[src/rtl/wb_write_arbiter.sv]
// Register-file write-port arbiter: WB-stage ALU/load results take priority, and
// MDU results queue in a small FIFO. Also keeps the MDU busy scoreboard and raises the decode hazard.
module wb_write_arbiter #(
  parameter int FIFO_DEPTH = 2,
  parameter int DATA_W     = 32,
  parameter int ADDR_W     = 5
) (
  input  logic              clk,
  input  logic              reset,
  input  logic              alu_we,
  input  logic [ADDR_W-1:0] alu_a3,
  input  logic [DATA_W-1:0] alu_wd,
  input  logic              mdu_valid,
  input  logic [ADDR_W-1:0] mdu_a3,
  input  logic [DATA_W-1:0] mdu_wd,
  output logic              mdu_ready,
  input  logic              iss_valid,
  input  logic [ADDR_W-1:0] iss_a3,
  input  logic [ADDR_W-1:0] chk_a1,
  input  logic [ADDR_W-1:0] chk_a2,
  output logic              hazard,
  output logic [31:0]       busy,
  output logic [ADDR_W-1:0] A3,
  output logic [DATA_W-1:0] WD3,
  output logic              WE3,
  output logic              err
);

  localparam int PTR_W = (FIFO_DEPTH > 1) ? $clog2(FIFO_DEPTH) : 1;
  localparam int CNT_W = PTR_W + 1;

  logic [ADDR_W-1:0] r_fifo_a [FIFO_DEPTH];
  logic [DATA_W-1:0] r_fifo_d [FIFO_DEPTH];
  logic [PTR_W-1:0]  r_wr_ptr;
  logic [PTR_W-1:0]  r_rd_ptr;
  logic [CNT_W-1:0]  r_count;
  logic [31:0]       r_busy;
  logic              r_err;
  logic              r_we;
  logic [ADDR_W-1:0] r_a3;
  logic [DATA_W-1:0] r_wd;

  logic              w_ready;
  logic              w_accept;
  logic              w_push;
  logic              w_alu_req;
  logic              w_pop;
  logic [ADDR_W-1:0] w_head_a;
  logic [DATA_W-1:0] w_head_d;
  logic [31:0]       w_set_vec;
  logic [31:0]       w_clr_vec;
  logic [31:0]       w_busy_nxt;
  logic              w_iss_viol;
  logic              w_mdu_viol;

  // Ready comes only from the registered count, so a same-edge pop never opens a slot early.
  assign w_ready   = (r_count < CNT_W'(FIFO_DEPTH));
  assign w_accept  = mdu_valid && w_ready;
  assign w_push    = w_accept && (mdu_a3 != '0);
  assign w_alu_req = alu_we && (alu_a3 != '0);
  assign w_pop     = !w_alu_req && (r_count != '0);
  assign w_head_a  = r_fifo_a[r_rd_ptr];
  assign w_head_d  = r_fifo_d[r_rd_ptr];

  assign w_set_vec  = (iss_valid && (iss_a3 != '0)) ? (32'd1 << iss_a3) : 32'd0;
  assign w_clr_vec  = w_pop ? (32'd1 << w_head_a) : 32'd0;
  // A set wins over a clear of the same register; r0 never goes busy.
  assign w_busy_nxt = ((r_busy & ~w_clr_vec) | w_set_vec) & ~32'd1;

  assign w_iss_viol = iss_valid && (iss_a3 != '0) && r_busy[iss_a3] && !w_clr_vec[iss_a3];
  assign w_mdu_viol = w_accept && (mdu_a3 != '0) && !r_busy[mdu_a3];

  always_ff @(posedge clk) begin
    if (w_push) begin
      r_fifo_a[r_wr_ptr] <= mdu_a3;
      r_fifo_d[r_wr_ptr] <= mdu_wd;
    end
  end

  always_ff @(posedge clk or posedge reset) begin
    if (reset) begin
      r_wr_ptr <= '0;
      r_rd_ptr <= '0;
      r_count  <= '0;
      r_busy   <= '0;
      r_err    <= 1'b0;
    end else begin
      if (w_push) r_wr_ptr <= r_wr_ptr + PTR_W'(1);
      if (w_pop)  r_rd_ptr <= r_rd_ptr + PTR_W'(1);
      case ({w_push, w_pop})
        2'b10:   r_count <= r_count + CNT_W'(1);
        2'b01:   r_count <= r_count - CNT_W'(1);
        default: r_count <= r_count;
      endcase
      r_busy <= w_busy_nxt;
      if (w_iss_viol || w_mdu_viol) r_err <= 1'b1;
    end
  end

  // Address and data hold their last values when no write is issued.
  always_ff @(posedge clk or posedge reset) begin
    if (reset) begin
      r_we <= 1'b0;
      r_a3 <= '0;
      r_wd <= '0;
    end else if (w_alu_req) begin
      r_we <= 1'b1;
      r_a3 <= alu_a3;
      r_wd <= alu_wd;
    end else if (w_pop) begin
      r_we <= 1'b1;
      r_a3 <= w_head_a;
      r_wd <= w_head_d;
    end else begin
      r_we <= 1'b0;
    end
  end

  assign hazard    = ((chk_a1 != '0) && r_busy[chk_a1]) || ((chk_a2 != '0) && r_busy[chk_a2]);
  assign mdu_ready = w_ready;
  assign busy      = r_busy;
  assign A3        = r_a3;
  assign WD3       = r_wd;
  assign WE3       = r_we;
  assign err       = r_err;

endmodule

[config.mk]
export PLATFORM = sky130hd
export DESIGN_NAME = wb_write_arbiter
export DESIGN_NICKNAME = d
export VERILOG_FILES = /design/src/rtl/wb_write_arbiter.sv
export SDC_FILE = /design/constraint.sdc
export NUM_CORES = 1
export LEC_CHECK = 0
export CAP_MARGIN = 10
export CORE_MARGIN = 3
export CORE_UTILIZATION = 25
export CTS_BUF_LIST = sky130_fd_sc_hd__clkbuf_16
export CTS_CLUSTER_SIZE = 28
export DETAILED_ROUTE_END_ITERATION = 7
export GPL_TIMING_DRIVEN = 0
export PLACE_DENSITY = 0.47
export SLEW_MARGIN = 15
export SYNTH_ARGS = -nofsm -noshare
export SYNTH_HDL_FRONTEND = slang
export SYNTH_SLANG_ARGS = --single-unit
[constraint.sdc]
create_clock -name clk -period 6.1 [get_ports clk]
set_input_delay 1.22 -clock clk [delete_from_list [all_inputs] [get_ports clk]]
set_output_delay 1.22 -clock clk [all_outputs]
set_load 0.02 [all_outputs]
==> flow_summary.yaml, run 1 <==
status:
  outcome: "completed"
finish:
  syn2layout_area_growth_pct: 39.6
  final_core_util_pct: 36.0
  diodes: 0
  drive_gt1_share_pct: 10.8
  fin_nets: 861
  nFillCells: 2764
hold_path:
  min_from: "WD3[17]$_DFFE_PP0P_"
  hold_path.class: "flop to flop"
drt:
  drtIter0Drc: 400
  routed_wl_mm: 22.1
  antenna_left: 0
  drcViolationCount: 0
  vias: 5436
  drt-vias-per-instance: 4.72
  wl_per_cell_um: 19.2
  dr.pass1.iters: 5
cts:
  cts_setup_buffers: 0
  cts_buffer_depth: 2
  clk_latency_ns: 0.42
  ctsHoldBuffers: 0
  htreeDepth: 4
  ctsResizeCount: 0
  clk_pin_slew_worst_paths_ns: 0.06
  tritoncts: "done"
  cts.sinks: 148
  cts_root_buf: "clkbuf_16"
  cts_inserted_buffers: 17
die:
  initial_core_util_pct: 25.7
  dieArea_um2: 30200
  die_w_um: 174
  core_area_um2: 27300
  io_pins: 167
  rows: 60
  fp.dieH_um: 174
critical_path:
  cp-start-kind: "input pin"
  critPathTopFamily: "buffers and inverters"
  cp.arrival_ns: 3.61
  cp_slowest_stage_delay_ns: 0.63
  crit_chain: "clkdlybuf4s50_1 -> mux2_2 -> nand2_1 -> o21ai_0 -> mux4_2 -> mux2i_1 -> nand2_1 -> clkdlybuf4s50_1"
  crit_fanout: 6
  path_class: "input pin to primary output"
  slowest_stage: "clkdlybuf4s50_1"
  crit_required_ns: 4.88
  r2r_start: "r_rd_ptr$_DFFE_PP0P_"
  cp-startpoint: "chk_a2[2]"
  cp_num_buf_inv: 2
  crit_path_end_kind: "primary output"
logic_synthesis:
  ys_seq_area_share_pct: 57.9
  synth_edf_count: 74
  postSynth.asyncResetShare_pct: 50.0
  ys_top_cells_by_count: "dfrtp_1, edfxtp_1, o21ai_1, nand2_1"
  yosys_most_used_dff: "edfxtp_1"
  synth_nets: 677
  netlist_instances: 582
  synth_top_cell_area_share_pct: 31.6
  synthTopCellsByArea: "edfxtp_1, dfrtp_1, mux4_2"
  yosysWarnings: 0
  ys_ff_latch: 148
  synthDistinctLibCells: 44
  netlist_area_um2: 7040
  yosysTopAreaCell: "edfxtp_1"
  syn_avg_cell_area_um2: 12.1
sta:
  report.final.slew_viol_count: 0
  rsz0062_at_grt: "no"
  hold_viol: 0
  post-route-period-util_pct: 79.1
  slew_headroom_pct: 30.8
  min_period_ns: 4.83
  finalSetupViolCount: 0
  max_freq_mhz: 207
  tightest_slew_ns: 1.04
  finalSetupTns_ns: 0
  skew_ns: 0.00999
power:
  intPower_mw: 2.85
  p_switching_mw: 1.75
  power_frac_seq_pct: 35.5
  power_density_nw_per_um2: 468
  swShare_pct: 38.0
  p_leak_nw: 3.62
  clkPwrFrac_pct: 23.6
  power_frac_comb_pct: 40.9
  vdd_drop_max_mv: 0.208
flow_run:
  drv_cap: 0
global_routing:
  antenna_found_initial: 3
  grt_pass1_vias: 5571
  grtUsageTotal_pct: 14.7
  grt_max_degree: 50
  grt-ovfl-total: 0
  grt_first_pass_wirelength_mm: 34.5
placed_design:
  port_buffers: 162
  hpwl_mm: 16.5
  gp_congestion: 0.804
sequential cells by signal, summed over array words and instances, names as in the netlist:
signal and count:
r_wr_ptr 1, WD3 32, r_rd_ptr 1, A3 5
busy 31, r_fifo_a 10, err 1, r_fifo_d 64
r_count 2, WE3 1
per-layer routing:
metal	wire length, µm	part of all wire, %	vias to the layer above	track usage, %
met3	1970	8.9	18	5.63
met1	10100	45	2662	20.2
met4	247	1.1	6	3.55
met2	9830	44	212	22.1
li1	-	-	2538	-
met5	36	0.16	-	0
path summary, 6_finish.rpt:
| check | cells after the start | to | slack, ns |
|---|---|---|---|
| setup / recovery | 8 | hazard | 1.27 |
| hold reg to reg | 2 | WD3[17]$_DFFE_PP0P_ | 0.55 |
| min in group asynchronous | 2 | WD3[20]$_DFFE_PP0P_ | 1.14 |
| setup reg to reg | 7 | err$_DFFE_PP0P_ | 3.52 |
| hold / removal | 2 | WD3[17]$_DFFE_PP0P_ | 0.55 |
| max in group asynchronous | 3 | r_count[1]$_DFFE_PP0P_ | 4.38 |
cells in the final DEF (no fill, tap or decap), types with 6 or more instances in the layout:
cell | netlist | routed
xnor2_1 | 8 | 8
clkbuf_1 | 23 | 23
mux2i_1 | 44 | 44
nand2b_1 | 6 | 6
nand3_1 | 6 | 6
mux4_2 | 32 | 32
dfrtp_1 | 74 | 74
o21ai_1 | 64 | 64
nand2_1 | 62 | 62
inv_1 | 11 | 10
a21oi_1 | 41 | 41
o21ai_0 | 42 | 42
edfxtp_1 | 74 | 74
clkbuf_16 | 0 | 17
buf_2 | 7 | 7
clkdlybuf4s50_1 | 0 | 162
nor2_1 | 44 | 42
inv_8 | 0 | 6
metrics by stage:
stage               instances  hold WS [ns]  instance area [µm²]  power (mW)  setup slack (ns)
detailed placement       1119         0.536                 9220        3.55              1.24
floorplan                 582         0.468                 7040        2.67              1.96
global placement         1116         0.484                 9120        3.53             0.149
CTS                      1151         0.548                 9820        4.65              1.24
finish                   1151         0.549                 9820        4.60              1.27
global route             1151         0.564                 9820        4.89              1.14
worst register-to-register path, delay by kind of cell (launching register included):
kind	cells	cell delay, ns
AOI/OAI and AO/OA	2	0.41
buffers and inverters	1	0.40
DFF	1	0.37
muxes	1	0.60
and+or+nand+nor	3	0.68
cell type report:
type / count / area [µm²] / area share, %
flip-flops and latches: 148 / 4070 / 41.5
multi-input cells: 391 / 2800 / 28.5
repair buffers: 165 / 1700 / 17.3
well taps: 372 / 465 / 4.74
clock buffers: 17 / 425 / 4.33
clock inverters: 15 / 184 / 1.87
plain buffers: 32 / 140 / 1.43
inverters: 11 / 43.8 / 0.446
kinds of logic after synthesis:
group,count (synthesis),share of synthesized area [%]
AO/OA/AOI/OAI,166,12.6
XOR/XNOR,12,1.49
adder cells (fa/ha/maj),1,0.178
buffers and inverters,43,2.58
flip-flops,148,57.9
multiplexers,78,16.8
other,1,0.0533
AND/OR/NAND/NOR,133,8.34
power groups by stage:
| stage | clock, mW | sequential, mW | combinational [mW] |
|---|---|---|---|
| floorplan | 0 | 1.78 | 0.893 |
| global placement | 0 | 1.65 | 1.88 |
| detailed placement | 0 | 1.64 | 1.91 |
| CTS | 1.11 | 1.63 | 1.91 |
| global route | 1.16 | 1.67 | 2.06 |
| finish | 1.09 | 1.63 | 1.88 |
(Power assumes the default switching activity.)
==> run 2: changes to the inputs <==
- clock period: 6.1 -> 4.7 ns (I/O delays scaled with it)
==> results of run 2 <==
Same layout as run 1 (identical final DEF). Status: completed.
Among the figures that moved: setup slack after placement 1.24 ns -> 0.404 ns; setup slack after layout 1.27 ns -> 0.433 ns; register-to-register setup slack 3.52 ns -> 2.12 ns; total power 4.60 mW -> 5.97 mW; worst IR drop on VDD 0.208 mV -> 0.269 mV
